[src/rtl/adder_accumulator_stage.sv]
// adder_accumulator_stage: valid/ready accumulator that drives an external carry-select adder
module adder_accumulator_stage #(
  parameter int N   = 32,
  parameter bit SAT = 1,
  parameter int CW  = 16
) (
  input  logic          clk,
  input  logic          rst_n,
  input  logic          in_valid,
  output logic          in_ready,
  input  logic [N-1:0]  in_data,
  input  logic          in_sub,
  input  logic          in_clear,
  input  logic          in_last,
  output logic [N-1:0]  add_a,
  output logic [N-1:0]  add_b,
  output logic          add_cin,
  input  logic [N-1:0]  add_s,
  input  logic          add_cout,
  input  logic          add_of,
  output logic          out_valid,
  input  logic          out_ready,
  output logic [N-1:0]  out_sum,
  output logic          out_cout,
  output logic          out_of,
  output logic [CW-1:0] out_count
);
  typedef enum logic [1:0] {IDLE, ACCUM, HOLD} state_t;
  state_t state, state_nxt;
  logic [N-1:0] acc, nxt;
  logic [CW-1:0] count, count_base, count_nxt;
  logic of_sticky, of_nxt, accept;
  assign in_ready = state != HOLD;
  assign accept = in_valid & in_ready;
  assign add_a = in_clear ? '0 : acc;
  assign add_b = in_sub ? ~in_data : in_data;
  assign add_cin = in_sub;
  assign nxt = (SAT && add_of) ? (add_a[N-1] ? {1'b1, {(N-1){1'b0}}} : {1'b0, {(N-1){1'b1}}}) : add_s;
  assign of_nxt = (~in_clear & of_sticky) | add_of;
  assign count_base = in_clear ? '0 : count;
  assign count_nxt = &count_base ? count_base : count_base + CW'(1);
  // state register
  always_ff @(posedge clk or negedge rst_n)
    if (!rst_n) state <= IDLE;
    else state <= state_nxt;
  // next state: HOLD waits for the consumer, otherwise advance on accepted beats
  always_comb begin
    state_nxt = state;
    if (state == HOLD) state_nxt = out_ready ? IDLE : HOLD;
    else if (accept) state_nxt = in_last ? HOLD : ACCUM;
  end
  // accumulator, sticky overflow, beat count and the held result
  always_ff @(posedge clk or negedge rst_n)
    if (!rst_n) begin
      acc <= '0;
      of_sticky <= 1'b0;
      count <= '0;
      out_valid <= 1'b0;
      out_sum <= '0;
      out_cout <= 1'b0;
      out_of <= 1'b0;
      out_count <= '0;
    end else if (state == HOLD) begin
      if (out_ready) begin
        out_valid <= 1'b0;
        acc <= '0;
        of_sticky <= 1'b0;
        count <= '0;
      end
    end else if (accept) begin
      acc <= nxt;
      of_sticky <= of_nxt;
      count <= count_nxt;
      if (in_last) begin
        out_valid <= 1'b1;
        out_sum <= nxt;
        out_cout <= add_cout;
        out_of <= of_nxt;
        out_count <= count_nxt;
      end
    end
endmodule

[config.mk]
export PLATFORM = sky130hd
export DESIGN_NAME = adder_accumulator_stage
export DESIGN_NICKNAME = d
export VERILOG_FILES = /design/src/rtl/adder_accumulator_stage.sv
export SDC_FILE = /design/constraint.sdc
export NUM_CORES = 1
export LEC_CHECK = 0
export ABC_AREA = 1
export CAP_MARGIN = 25
export CORE_MARGIN = 3
export CORE_UTILIZATION = 35
export DETAILED_ROUTE_END_ITERATION = 7
export PLACE_DENSITY = 0.66
export SYNTH_ARGS = -nofsm -noshare
export SYNTH_HDL_FRONTEND = slang
export SYNTH_SLANG_ARGS = --single-unit
[constraint.sdc]
create_clock -name clk -period 3.07 [get_ports clk]
set_clock_uncertainty 0.1 [all_clocks]
set_input_delay 0.307 -clock clk [delete_from_list [all_inputs] [get_ports clk]]
set_output_delay 0.307 -clock clk [all_outputs]
set_load 0.03 [all_outputs]
==> flow_summary.json, run 1 <==
{
  "drc": 0,
  "powerDensity_nw_per_um2": 662,
  "slowest_delay_ns": 0.72,
  "io-pin-count": 190,
  "ctsResizeCount": 0,
  "syn_nets": 677,
  "synth_seq_cells": 102,
  "grt_max_degree": 68,
  "n_fill_cell": 1330,
  "cts_tree": "yes",
  "dp_hpwl_um": 10900,
  "syn_avg_cell_area_um2": 8.40,
  "pre_cts_slack_ns": 0.859,
  "post-cts-setup-buffers": 0,
  "setup_violations": 0,
  "slew_violations": 0,
  "crit_chain": "buf_2 > buf_12 > nor2_2 > clkdlybuf4s50_1",
  "row_count": 43,
  "period_minus_slack_ns": 2.11,
  "h-tree-depth": 3,
  "die_w_um": 126,
  "mostFrequentLayoutCells": "nand2_1, clkdlybuf4s50_1, dfrtp_1",
  "timing.final.crit_share": 0.686,
  "areaGrowthSynthToFinish_pct": 45.0,
  "hold_class": "primary input to asynchronous set/reset pin",
  "syn_inst": 604,
  "fp.coreArea_um2": 14000,
  "die_h_um": 126,
  "portBuffers": 189,
  "whs_ns": 0.348,
  "cts_buffers": 9,
  "cts_buffer_depth": 2,
  "cap_violations": 0,
  "wl_per_cell_um": 15.3,
  "ys_top_cells_by_area": "dfrtp_1, nand2_1, xor2_1",
  "tns_ns": 0,
  "post_drt_via_cell_ratio": 4.84,
  "drt_iter0_drc": 217,
  "synth_top_area_cell": "dfrtp_1",
  "vias": 4685,
  "yosysSeqAreaShare": 0.503,
  "arrival_ns": 1.70,
  "gp_congestion": 0.907,
  "diodes": 0,
  "antenna_left": 0,
  "track_usage": 0.183,
  "status": "complete, no violations",
  "cp_max_fo": 20,
  "grt_pass1_vias": 4633,
  "finalNonFillerCells": 968,
  "netlist_area_um2": 5070,
  "end_kind": "output port",
  "antenna_found_initial": 0,
  "grt_pass1_wl_um": 23700,
  "cp-start-kind": "primary input",
  "cts.sinks": 102,
  "drive_above_1_share": 0.129,
  "synth_top_area_share": 0.503,
  "routed_wl_um": 14800,
  "start_util": 0.361,
  "crit_required_ns": 2.66,
  "worst_slack_ns": 0.963,
  "p_leak_nw": 3.48,
  "path_class": "primary input to output port",
  "worst_slew_pin_slew_ns": 0.772,
  "clk-insertion-delay-late_ns": 0.36,
  "grt-ovfl-total": 0,
  "rsz0062_at_grt": "false",
  "fmax_mhz": 475,
  "cp_slowest_cell": "clkdlybuf4s50_1",
  "ys_types": 27,
  "critPathLaunch": "in_clear",
  "relSlewSlack": 0.485,
  "path_clk_slew_ns": 0.07,
  "nets": 856,
  "final_common_cell": "nand2_1",
  "hold_viol_final": 0,
  "cts_root_buf": "clkbuf_16",
  "p_total_mw": 4.87,
  "regToRegStartpoint": "state[0]$_DFFE_PN0P_",
  "max-vdd-ir-drop_mv": 0.449,
  "die-area_um2": 16000,
  "place_inst": 951,
  "first_pass_iters": 5,
  "yosysWarnings": 0
}
-- metrics by stage --
stage	utilization	area, um^2
after floorplan	-	5070
after global placement	0.501	7040
after detailed placement	0.501	7040
after CTS	0.524	7360
after global routing	0.524	7360
final	0.524	7360
-- synth_stat cells (all sizes together) --
master,count
o21ai,100
o22ai,10
nand3,31
buf,19
xor2,36
o21bai,4
nand4,6
clkbuf,13
nand2,160
dfrtp,102
a21oi,2
inv,62
nor2,59
-- worst paths after layout --
kind / slack [ns] / to / cells after the start
max: 0.96 / add_a[31] / 4
min: 0.35 / out_count[8]$_DFFE_PN0P_ / 2
max reg2reg: 1.20 / out_valid$_DFFE_PN0P_ / 7
min reg2reg: 0.38 / out_count[15]$_DFFE_PN0P_ / 2
max in group asynchronous: 1.79 / count[9]$_DFFE_PN0P_ / 3
min in group clk: 0.38 / out_count[15]$_DFFE_PN0P_ / 2
-- critical path: cells and delay by family --
kind          cells  cell delay [ns]
buf+inv           3             1.21
simple gates      1             0.17
-- cell type report --
class | count | area, um^2 | area share
clock buffers | 11 | 243 | 0.0330
clock inverters | 5 | 65.1 | 0.00884
inverters | 62 | 235 | 0.0320
multi-input cells | 408 | 2130 | 0.289
flip-flops and latches | 102 | 2550 | 0.347
well taps | 180 | 225 | 0.0306
repair buffers | 200 | 1910 | 0.260
-- logic make-up after synthesis --
| family | count (synthesis) | synth area share |
|---|---|---|
| DFF | 102 | 0.503 |
| AOI/OAI and AO/OA | 116 | 0.120 |
| and+or+nand+nor | 256 | 0.236 |
| buffers and inverters | 94 | 0.0787 |
| xor gates and xnor gates | 36 | 0.0621 |
-- flip-flops by register name (all words and copies together) (netlist names) --
register and flops:
out_cout 1, count 16, out_valid 1, acc 32, out_of 1, out_sum 32, state 2, out_count 16
of_sticky 1
-- what timing repair did --
action / in CTS / in global routing
hold buffers: 1 / 0
endpoints found under the hold margin: 35 / 0
endpoints found under the setup margin: 0 / 0
-- metal layers --
| layer | wire (um) | track usage | share of wire |
|---|---|---|---|
| met2 | 6970 | 0.285 | 0.47 |
| met1 | 6430 | 0.243 | 0.43 |
| met5 | 0 | 0 | 0 |
| met4 | 308 | 0.0599 | 0.021 |
| met3 | 1130 | 0.0594 | 0.076 |
-- where the power goes --
group	internal, mW	leakage (nW)	switching (mW)
Clock	0.664	0.151	0.521
Sequential	1.64	1.28	0.146
Combinational	0.727	2.05	1.17
(Power assumes the default switching activity.)
==> run 2: changes to the inputs <==
--- a/config.mk
+++ b/config.mk
@@ -10,7 +10,7 @@
 export CORE_MARGIN = 3
 export CORE_UTILIZATION = 35
 export DETAILED_ROUTE_END_ITERATION = 7
-export PLACE_DENSITY = 0.66
+export PLACE_DENSITY = 0.68
 export SYNTH_ARGS = -nofsm -noshare
 export SYNTH_HDL_FRONTEND = slang
 export SYNTH_SLANG_ARGS = --single-unit
==> constraint.sdc (replaced) <==
create_clock -name clk -period 1.9 [get_ports clk]
set_clock_uncertainty 0.1 [all_clocks]
set_input_delay 0.19 -clock clk [delete_from_list [all_inputs] [get_ports clk]]
set_output_delay 0.19 -clock clk [all_outputs]
set_load 0.03 [all_outputs]
==> flow_summary.json, run 2 (synthesis gave the netlist of run 1 again) <==
{
  "finalNonFillerCells": 979,
  "post-cts-setup-buffers": 0,
  "fmax_mhz": 556,
  "cp-start-kind": "register",
  "track_usage": 0.192,
  "gp_congestion": 0.914,
  "arrival_ns": 1.51,
  "nets": 868,
  "pre_cts_slack_ns": 0.0876,
  "post_drt_via_cell_ratio": 4.79,
  "grt-ovfl-total": 0,
  "start_util": 0.361,
  "fp.coreArea_um2": 14000,
  "utilization": 0.536,
  "routed_wl_um": 15300,
  "antenna_left": 0,
  "cts_tree": "yes",
  "areaGrowthSynthToFinish_pct": 48.2,
  "wl_per_cell_um": 15.6,
  "hold_class": "primary input to asynchronous set/reset pin",
  "drive_above_1_share": 0.145,
  "tns_ns": 0,
  "place_inst": 963,
  "row_count": 43,
  "slew_violations": 0,
  "cap_violations": 0,
  "drt_iter0_drc": 269,
  "path_clk_slew_ns": 0.07,
  "rsz0062_at_grt": "false",
  "period_minus_slack_ns": 1.80,
  "antenna_found_initial": 0,
  "slowest_delay_ns": 0.69,
  "top_regs": "acc (32), out_sum (32)",
  "timing.final.crit_share": 0.946,
  "p_leak_nw": 3.61,
  "worst_slack_ns": 0.102,
  "cp_slowest_cell": "clkdlybuf4s50_1",
  "dp_hpwl_um": 11200,
  "grt_pass1_vias": 4913,
  "path_delay_family": "buffers and inverters",
  "crit_chain": "inv_1 > nor2_1 > clkdlybuf4s50_1",
  "io-pin-count": 190,
  "hold_viol_final": 0,
  "drc": 0,
  "cp_num_buf_inv": 2,
  "cts_buffers": 9,
  "grt_max_degree": 43,
  "portBuffers": 189,
  "first_pass_iters": 4,
  "cts_root_buf": "clkbuf_16",
  "cts.sinks": 102,
  "grt_pass1_wl_um": 25000,
  "die-area_um2": 16000,
  "clk-insertion-delay-late_ns": 0.35,
  "worst_slew_pin_slew_ns": 0.796,
  "final_common_cell": "nand2_1",
  "die_h_um": 126,
  "placed_area_um2": 7190,
  "setup_violations": 0,
  "diodes": 0,
  "end_kind": "output port",
  "h-tree-depth": 3,
  "final_area_um2": 7520,
  "crit_required_ns": 1.61,
  "status": "complete, no violations",
  "mostFrequentLayoutCells": "nand2_1, clkdlybuf4s50_1, dfrtp_1",
  "p_total_mw": 8.04,
  "path_class": "register to output port",
  "vias": 4693,
  "cts_buffer_depth": 2,
  "powerDensity_nw_per_um2": 1070,
  "whs_ns": 0.238,
  "die_w_um": 126,
  "max-vdd-ir-drop_mv": 0.574,
  "relSlewSlack": 0.469,
  "cp_max_fo": 2
}
run 2: cell types whose count changed in the layout (fill, tap and decap cells not counted), moves of 2 or more:
cell,previous run,this run
dlygate4sd2_1,0,2
buf_12,2,7
clkdlybuf4s50_1,154,147
clkinv_4,2,0
dlymetal6s2s_1,0,3
buf_4,42,50
run 2: layout make-up:
| cell class | instances | area (um^2) |
|---|---|---|
| clock buffer | 10 | 239 |
| clock inverter | 5 | 81.3 |
| fill | 1311 | 6520 |
| inverter | 62 | 235 |
| multi-input combinational | 408 | 2130 |
| sequential | 102 | 2550 |
| tap | 180 | 225 |
| timing repair buffer | 212 | 2060 |
run 2: per-layer routing:
metal	part of all wire	track usage	routed length [um]
met1	0.44	0.246	6720
met5	0	0	0
met4	0.011	0.0429	162
met3	0.061	0.0543	932
met2	0.49	0.324	7450
run 2: final timing paths:
kind / start / slack, ns / depth (start not counted) / end
worst max-delay path: acc[5]$_DFFE_PN0P_ / 0.10 / 3 / add_a[5]
min in group clk: add_cout / 0.30 / 3 / out_cout$_DFFE_PN0P_
worst min-delay path: rst_n / 0.24 / 2 / count[11]$_DFFE_PN0P_
worst max register to register: state[0]$_DFFE_PN0P_ / 0.33 / 6 / out_count[6]$_DFFE_PN0P_
max in group asynchronous: rst_n / 0.85 / 3 / out_count[3]$_DFFE_PN0P_
worst min register to register: out_count[11]$_DFFE_PN0P_ / 0.38 / 2 / out_count[11]$_DFFE_PN0P_
run 2: what timing repair did:
item,CTS,global route
hold buffers,1,0
cloned,0,0
setup endpoints to repair,2,3
endpoints found under the hold margin,31,0
gates resized for setup,2,3
run 2: worst register-to-register path, cell delays in order, from the launching register on:
cell and delay (ns):
dfrtp_1 0.40, nor2_2 0.23, nor2_4 0.07, nand2_2 0.16, buf_4 0.27, o21bai_1 0.16, nand2_1 0.07
run 2: where the power goes:
part	total, mW	switching [mW]	internal [mW]
clock network	2.00	0.811	1.19
logic	3.13	1.90	1.23
registers	2.91	0.254	2.66
total	8.04	2.97	5.07
